--- config.mk ---
export PLATFORM = sky130hd
export DESIGN_NAME = pipe_fwd_chain
export DESIGN_NICKNAME = d
export VERILOG_FILES = /design/src/rtl/pipe_fwd_chain.sv
export SDC_FILE = /design/constraint.sdc
export NUM_CORES = 1
export LEC_CHECK = 0
export ABC_AREA = 1
export CORE_UTILIZATION = 50
export CTS_BUF_LIST = sky130_fd_sc_hd__clkbuf_8 sky130_fd_sc_hd__clkbuf_16
export DETAILED_ROUTE_END_ITERATION = 7
export PLACE_DENSITY = 0.86
export SETUP_SLACK_MARGIN = 0.02
export SLEW_MARGIN = 20
export SYNTH_ARGS = -nofsm -noshare
export SYNTH_HDL_FRONTEND = slang
export SYNTH_SLANG_ARGS = --single-unit
--- constraint.sdc ---
create_clock -name CLK -period 3.3 [get_ports CLK]
set_input_delay 0.66 -clock CLK [delete_from_list [all_inputs] [get_ports CLK]]
set_output_delay 0.66 -clock CLK [all_outputs]
set_load 0.02 [all_outputs]
--- src/rtl/pipe_fwd_chain.sv ---
// N-stage pipeline register chain with stall/flush control, two youngest-first
// forwarding lookups, a sticky halt latch and a saturating retired-entry counter.
module pipe_fwd_chain #(
  parameter int STAGES    = 4,
  parameter int DATA_W    = 32,
  parameter int TAG_W     = 5,
  parameter int RDY_STAGE = 2,
  localparam int SW       = $clog2(STAGES)
) (
  input  logic                CLK,
  input  logic                nRST,
  input  logic                advance,
  input  logic                in_valid,
  input  logic [TAG_W-1:0]    in_dest,
  input  logic                in_wen,
  input  logic                in_rdy,
  input  logic [DATA_W-1:0]   in_data,
  input  logic                in_halt,
  output logic                in_ready,
  input  logic                stall_en,
  input  logic [SW-1:0]       stall_at,
  input  logic                flush_en,
  input  logic [SW-1:0]       flush_upto,
  input  logic                res_wr,
  input  logic [DATA_W-1:0]   res_data,
  input  logic [TAG_W-1:0]    qa_tag,
  output logic                qa_hit,
  output logic                qa_pend,
  output logic [DATA_W-1:0]   qa_data,
  input  logic [TAG_W-1:0]    qb_tag,
  output logic                qb_hit,
  output logic                qb_pend,
  output logic [DATA_W-1:0]   qb_data,
  output logic [STAGES-1:0]   stage_valid,
  output logic                out_valid,
  output logic [TAG_W-1:0]    out_dest,
  output logic                out_wen,
  output logic [DATA_W-1:0]   out_data,
  output logic                halt,
  output logic [31:0]         retired
);

  logic [STAGES-1:0] v_q, wen_q, rdy_q, hlt_q;
  logic [TAG_W-1:0]  dest_q [STAGES];
  logic [DATA_W-1:0] data_q [STAGES];
  logic              halt_q;
  logic [31:0]       retired_q;

  logic [STAGES-1:0] frz, bub, kill;
  logic              take, ret;

  typedef struct packed {
    logic              hit;
    logic              pend;
    logic [DATA_W-1:0] data;
  } fwd_t;

  fwd_t fa, fb;

  // Per-stage control: frozen (hold), bubble insertion, and flush kill.
  always_comb begin
    frz  = '0;
    bub  = '0;
    kill = '0;
    for (int i = 0; i < STAGES; i++) begin
      frz[i]  = !advance || (stall_en && (i <= int'(stall_at)));
      bub[i]  = advance && stall_en && (i == int'(stall_at) + 1);
      kill[i] = flush_en && (i <= int'(flush_upto));
    end
  end

  assign in_ready = nRST && advance && !stall_en && !halt_q;
  assign take     = in_valid && in_ready;
  assign ret      = v_q[STAGES-1] && !frz[STAGES-1];

  always_ff @(posedge CLK or negedge nRST) begin
    if (!nRST) begin
      v_q       <= '0;
      wen_q     <= '0;
      rdy_q     <= '0;
      hlt_q     <= '0;
      halt_q    <= 1'b0;
      retired_q <= '0;
      for (int i = 0; i < STAGES; i++) begin
        dest_q[i] <= '0;
        data_q[i] <= '0;
      end
    end else begin
      if (kill[0]) begin
        v_q[0] <= 1'b0;
      end else if (!frz[0]) begin
        v_q[0]    <= take;
        dest_q[0] <= in_dest;
        wen_q[0]  <= in_wen;
        rdy_q[0]  <= in_rdy;
        data_q[0] <= in_data;
        hlt_q[0]  <= in_halt;
      end
      for (int i = 1; i < STAGES; i++) begin
        if (kill[i] || bub[i]) begin
          v_q[i] <= 1'b0;
        end else if (!frz[i]) begin
          v_q[i]    <= v_q[i-1];
          dest_q[i] <= dest_q[i-1];
          wen_q[i]  <= wen_q[i-1];
          hlt_q[i]  <= hlt_q[i-1];
          // The late result is merged as the entry moves into the capture stage.
          if (i == RDY_STAGE && res_wr) begin
            data_q[i] <= res_data;
            rdy_q[i]  <= 1'b1;
          end else begin
            data_q[i] <= data_q[i-1];
            rdy_q[i]  <= rdy_q[i-1];
          end
        end
      end
      if (ret && retired_q != 32'hFFFF_FFFF) retired_q <= retired_q + 32'd1;
      if (ret && hlt_q[STAGES-1]) halt_q <= 1'b1;
    end
  end

  // Walk oldest to youngest so the youngest matching stage overwrites the result.
  function automatic fwd_t lookup(input logic [TAG_W-1:0] tag);
    fwd_t r;
    r = '0;
    for (int i = STAGES - 1; i >= 0; i--) begin
      if (v_q[i] && wen_q[i] && dest_q[i] == tag && tag != '0) begin
        r.hit  = rdy_q[i];
        r.pend = !rdy_q[i];
        r.data = rdy_q[i] ? data_q[i] : '0;
      end
    end
    return r;
  endfunction

  always_comb begin
    fa = lookup(qa_tag);
    fb = lookup(qb_tag);
  end

  assign qa_hit      = fa.hit;
  assign qa_pend     = fa.pend;
  assign qa_data     = fa.data;
  assign qb_hit      = fb.hit;
  assign qb_pend     = fb.pend;
  assign qb_data     = fb.data;
  assign stage_valid = v_q;
  assign out_valid   = v_q[STAGES-1];
  assign out_dest    = dest_q[STAGES-1];
  assign out_wen     = wen_q[STAGES-1];
  assign out_data    = data_q[STAGES-1];
  assign halt        = halt_q;
  assign retired     = retired_q;

endmodule

==> results.cfg, run 1 <==
[place]
gp_congestion = 1.00
dp_hpwl_mm = 30.7
io_buffers = 237

[pwr]
p_sw_w = 0.00279
max-vdd-ir-drop_mv = 0.282
clockPowerShare = 0.287
p_leak_nw = 8.85
seqPwrFrac = 0.441
power.internal_w = 0.00482
p_per_area_mw_per_mm2 = 453
pwr-share-comb = 0.272
power.switching_fraction = 0.367

[drt]
dr.pass1.iters = 6
wl_per_cell_um = 17.8
ant_nets = 0
drc = 0
vias = 14400
drt_iter0_markers = 1866
avgViaCountPerCell = 5.62
wl_mm = 45.4

[grt]
grt_pass1_vias = 13700
use_met2 = 0.528
grtUsageTotal = 0.350
grt-busiest-layer = met2
grt_start_max_net_pins = 147
grt_util_met3 = 0.0922
grt_use_met1 = 0.467
antenna_found_initial = 0
grt-ovfl-total = 0
grt_pass1_wl_mm = 71.8

[timing]
setup_tns_ns = 0
fin_crit_ns = 3.16
rsz0062_at_grt = true
clock_skew_ns = 0.0152
maxSlewViolCount = 0
timing.fmax_mhz = 316
min_period_over_period = 0.959
setup_viol = 0
worst_pin_slew_ns = 0.918
hold_viol_final = 0
maxSlewHeadroom = 0.388

[clock_tree]
cts_buffer_depth = 2
root_buffer = clkbuf_16
cts_tree = built
clk_pin_slew_ns = 0.08
cts_buffers = 17
clkSinkCount = 197
htree_levels = 4
clock_latency_ns = 0.46
holdBufCountCts = 0

[layout]
drive_gt1_frac = 0.120
n_antenna_cell = 0
nets = 2308
fillers = 2156
syn2layout_area_growth_pct = 28.1
utilization = 0.660

[worst_setup_path]
crit_path_start_kind = input pin
cp-end-kind = output pin
crit_required_ns = 2.64
critPathLaunch = qb_tag[0]
crit_type = in2out
reg2reg_from = retired[1]
path_max_fanout = 22
worstPathArrival_ns = 2.50

[yosys]
synth_area_mm2 = 0.0131
synth_fp_nets = 2088
synthTopCellsByCount = 687 x nand2_1, 280 x inv_1, 213 x nand3_1
synth_edf_count = 0
yosysMostFrequentCell = nand2_1
async_flop_share = 1.00
ys_seq_elements = 197
post-synth-top-area-fraction = 0.376
synth_top_area_cell = dfrtp_1
synth_cells = 1994
avgSynthCellArea_um2 = 6.58
yosys_warnings = 0
synthTopCellsByArea = dfrtp_1 38%, nand2_1 20%, nand3_1 8.1%, inv_1 8.0%, o21ai_0 5.2%
synthDistinctLibCells = 40
ys.flop_type = dfrtp_1
synth_seq_area_share = 0.376

[floorplan]
fp.dieW_um = 164
dieArea_mm2 = 0.0269
core_area_mm2 = 0.0255
ios = 238
rows = 58
initial_core_util = 0.515
dieHeight_um = 164

[outcome]
status = finished, final reports clean

[min_path]
hp-class = in2async

[flow_run]
maxCapViolations = 0
[routing by layer]
| layer | up-vias | share of wire |
|---|---|---|
| li1 | 6633 | - |
| met1 | 6528 | 0.40 |
| met2 | 1013 | 0.44 |
| met3 | 196 | 0.11 |
| met4 | 0 | 0.045 |
| met5 | - | 0 |
[critical path, stage by stage]
cell and delay (ns):
clkdlybuf4s15_2 0.27, nor2_4 0.15, nand2_2 0.07, nor2_4 0.17, buf_12 0.13, nor3_2 0.04
nand2_2 0.10, buf_4 0.15, buf_12 0.17, nand2_1 0.08, inv_1 0.07, nand2_1 0.07
nand2_1 0.07, clkdlybuf4s15_1 0.29
[through the flow]
| stage | total power, W | setup slack, ns | std cells | cell area (um2) | hold WS (ns) |
|---|---|---|---|---|---|
| 2_1_floorplan | 0.00452 | 0.720 | 1994 | 13100 | 0.364 |
| 3_3_place_gp | 0.00533 | -0.528 | 2503 | 16000 | 0.464 |
| 3_5_place_dp | 0.00539 | -0.531 | 2503 | 16000 | 0.478 |
| 4_1_cts | 0.00756 | -0.0224 | 2551 | 16700 | 0.382 |
| 5_1_grt | 0.00799 | 0.0248 | 2557 | 16800 | 0.407 |
| 6_report | 0.00762 | 0.135 | 2557 | 16800 | 0.341 |
[final cells by class]
cell class / count / area, um2 / share of cell area
tap: 330 / 413 / 0.0246
clock inverter: 12 / 134 / 0.00796
clock buffer: 20 / 467 / 0.0278
timing repair buffer: 345 / 3460 / 0.206
inverter: 294 / 1110 / 0.0661
sequential: 197 / 4930 / 0.293
multi-input combinational: 1359 / 6290 / 0.374
[logic make-up after synthesis]
family | count (synthesis) | synth area share
AND/OR/NAND/NOR | 1097 | 0.356
adder cells (fa/ha/maj) | 1 | 0.000954
AO/OA/AOI/OAI | 227 | 0.0952
flip-flops | 197 | 0.376
buffers and inverters | 438 | 0.149
XOR/XNOR | 34 | 0.0227
[flip-flops by register name, indices dropped and copies added, names as in the netlist, 4 cells and up]
signal / cells
data_q: 96
out_data: 32
retired: 32
dest_q: 15
out_dest: 5
hlt_q: 4
rdy_q: 4
stage_valid: 4
wen_q: 4
[repair_timing]
action                                  4_1_cts  5_1_grt
gates cloned                                  3        2
endpoints found under the setup margin       68       68
resized for setup                           274       26
endpoints found under the hold margin         0        0
setup buffers                                13        5
pin swaps                                     8        8
[power by group through the flow]
stage | clock [W] | sequential, W | combinational, W
3_3_place_gp | 0 | 0.00337 | 0.00196
5_1_grt | 0.00230 | 0.00341 | 0.00228
4_1_cts | 0.00218 | 0.00334 | 0.00204
6_report | 0.00218 | 0.00336 | 0.00207
3_5_place_dp | 0 | 0.00338 | 0.00201
2_1_floorplan | 0 | 0.00326 | 0.00126
[cells in the final DEF, fill, tap and decap left out, drive strengths merged]
cell type and count:
a21oi 47, and2 2, or2 1, xnor2 10, o22ai 5, nand3b 8
o211ai 32, dlygate4sd2 4, o31ai 1, dlymetal6s2s 1, xor2 24, a21boi 2
nor4 1, ha 1, bufbuf 1, clkbuf 25, clkinv 6, o21ai 139
bufinv 1, clkdlybuf4s50 157, buf 156, dfrtp 197, nand3 214, nand2 694
inv 299, nor2 128, nor3 14, nand4 35, clkdlybuf4s15 21, a221oi 1
[final timing paths]
check / to / slack, ns / cells after the start
max: qb_data[4] / 0.14 / 14
min: retired[24] / 0.34 / 2
max reg2reg: retired[6] / 1.02 / 10
min reg2reg: hlt_q[2] / 0.48 / 2
max in group asynchronous: data_q[36] / 1.62 / 3
min in group CLK: hlt_q[2] / 0.48 / 2
Note: power is estimated with default switching activity, not from simulation.
==> run 2: changes to the inputs <==
--- a/config.mk
+++ b/config.mk
@@ -8,9 +8,11 @@
 export ABC_AREA = 1
 export CORE_UTILIZATION = 50
 export CTS_BUF_LIST = sky130_fd_sc_hd__clkbuf_8 sky130_fd_sc_hd__clkbuf_16
+export CTS_CLUSTER_SIZE = 10
 export DETAILED_ROUTE_END_ITERATION = 7
+export GPL_ROUTABILITY_DRIVEN = 0
 export PLACE_DENSITY = 0.86
-export SETUP_SLACK_MARGIN = 0.02
+export SETUP_SLACK_MARGIN = 0.3
 export SLEW_MARGIN = 20
 export SYNTH_ARGS = -nofsm -noshare
 export SYNTH_HDL_FRONTEND = slang
==> run 2 against run 1 <==
Compared with the run above: the flow now finishes with violations (design-rule violations); combinational power grew 6%; largest power group unchanged; critical path type is now reg2out; global-route usage down 1.6 points; flip-flop and latch count unchanged; clock-buffer cell count down 3; wire length is 0.31% higher; critical path depth shrank 3; via count is 2.6% higher; die area is the same; non-clock buffer count increased by 27; clock skew is 0.0016 ns lower.
==> results.cfg, run 2 (synthesis results as in run 1) <==
[clock_tree]
htree_levels = 4
clkSinkCount = 197
holdBufCountCts = 0
cts_tree = built
cts_buffers = 17
clk_pin_slew_ns = 0.08
clock_latency_ns = 0.44
root_buffer = clkbuf_16
cts_buffer_depth = 2

[place]
postPlaceCellArea_mm2 = 0.0160
io_buffers = 237
dp_hpwl_mm = 30.2

[layout]
final_cell_mix = 660 x nand2_1, 274 x inv_1, 198 x nand3_1, 193 x dfrtp_1, 156 x clkdlybuf4s50_1
postLayoutCellArea_mm2 = 0.0171
layout_commonest_cell = nand2_1
drive_gt1_frac = 0.157
nets = 2336
largest_reg_flops = 96
syn2layout_area_growth_pct = 30.6
largest_register = data_q

[drt]
ant_nets = 0
vias = 14700
drt_iter0_markers = 2301
dr.pass1.iters = 8
drc = 49
wl_per_cell_um = 17.6
wl_mm = 45.6
avgViaCountPerCell = 5.71

[timing]
maxSlewViolCount = 0
fin_crit_ns = 3.00
maxSlewHeadroom = 0.419
rsz0062_at_grt = true
worst_pin_slew_ns = 0.872
min_period_over_period = 0.908
hold_ws_ns = 0.0642
setup_viol = 0
timing.fmax_mhz = 334
hold_viol_final = 0
clock_skew_ns = 0.0136

[worst_setup_path]
slowest_delay_ns = 0.42
crit_path_start_kind = flop
cp-end-kind = output pin
path_buf_inv = 3
cpMostUsedCell = nand2_1
worstPathArrival_ns = 2.34
crit_chain = buf_4 > a21oi_2 > nand2_1 > nor2_4 > nand2_4 > buf_6 > nand3_1 > nand3_1 > nand2_1 > nand2_1 > buf_2
cp_slowest_cell = dfrtp_1
crit_type = reg2out
path_max_fanout = 9
crit_required_ns = 2.64
crit_family = simple AND/OR/NAND/NOR gates

[outcome]
violations = design-rule violations
status = finished, violations left

[pwr]
p_leak_nw = 9.05
max-vdd-ir-drop_mv = 0.275
p_per_area_mw_per_mm2 = 439

[floorplan]
rows = 58
initial_core_util = 0.515
ios = 238
core_area_mm2 = 0.0255
dieArea_mm2 = 0.0269
fp.dieW_um = 164
dieHeight_um = 164

[grt]
grtUsageTotal = 0.334
antenna_found_initial = 1
grt-ovfl-total = 0
grt_pass1_vias = 13700
grt_pass1_wl_mm = 70.0
grt_start_max_net_pins = 65

[flow_run]
maxCapViolations = 0

[min_path]
hp-class = in2async
-- run 2: changes by cell type in the layout (fill, tap and decap cells not counted), sizes merged, moves of 3 or more --
cell	change
buf	+52
dlygate4sd2	-4
clkdlybuf4s15	-20
clkbuf	-3
-- run 2: path summary, 6_finish.rpt --
kind,from,to,slack [ns],depth (start not counted)
worst max-delay path,dest_q[8],qb_data[22],0.30,11
worst min-delay path,nRST,retired[1],0.06,1
worst max register to register,retired[1],retired[6],1.16,10
worst min register to register,halt,halt,0.49,2
max in group asynchronous,nRST,dest_q[12],2.09,2
min in group CLK,halt,halt,0.49,2
-- run 2: layout make-up --
| class | count | area, um2 |
|---|---|---|
| Fill cell | 2039 | 8340 |
| Multi-Input combinational cell | 1360 | 6480 |
| Sequential cell | 197 | 4930 |
| Timing Repair Buffer | 372 | 3630 |
| Inverter | 294 | 1130 |
| Clock buffer | 17 | 425 |
| Tap cell | 330 | 413 |
| Clock inverter | 13 | 118 |
| Antenna cell | 1 | 2.50 |
-- run 2: what timing repair did --
item                                    in CTS  in global routing
resized for setup                          337                126
endpoints found under the setup margin      69                 69
gates cloned                                 3                  4
pin swaps                                   16                 43
hold endpoints to repair                     0                  0
setup buffers                               19                 22
-- run 2: metrics by stage --
| stage | worst slack, ns | power (W) | setup TNS [ns] | utilization | cells |
|---|---|---|---|---|---|
| after floorplan | 0.720 | 0.00452 | 0 | - | 1994 |
| after global placement | -0.486 | 0.00527 | -27.98 | 0.628 | 2505 |
| after detailed placement | -0.564 | 0.00536 | -31.00 | 0.628 | 2505 |
| after CTS | 0.213 | 0.00737 | 0 | 0.651 | 2557 |
| after global routing | 0.251 | 0.00787 | 0 | 0.673 | 2584 |
| final | 0.303 | 0.00752 | 0 | 0.673 | 2584 |
-- run 2: per-layer routing --
| metal | GRT usage | share of wire | wire length [um] |
|---|---|---|---|
| met1 | 0.432 | 0.38 | 17100 |
| met4 | 0.173 | 0.056 | 2550 |
| met5 | 0 | 0 | 0 |
| met3 | 0.0737 | 0.12 | 5490 |
| met2 | 0.523 | 0.45 | 20400 |
-- run 2: report_power, final --
group | total (W) | switching, W | internal [W]
registers | 0.00334 | 0.000471 | 0.00286
logic | 0.00219 | 0.00132 | 0.000869
clock network | 0.00200 | 0.00101 | 0.000985
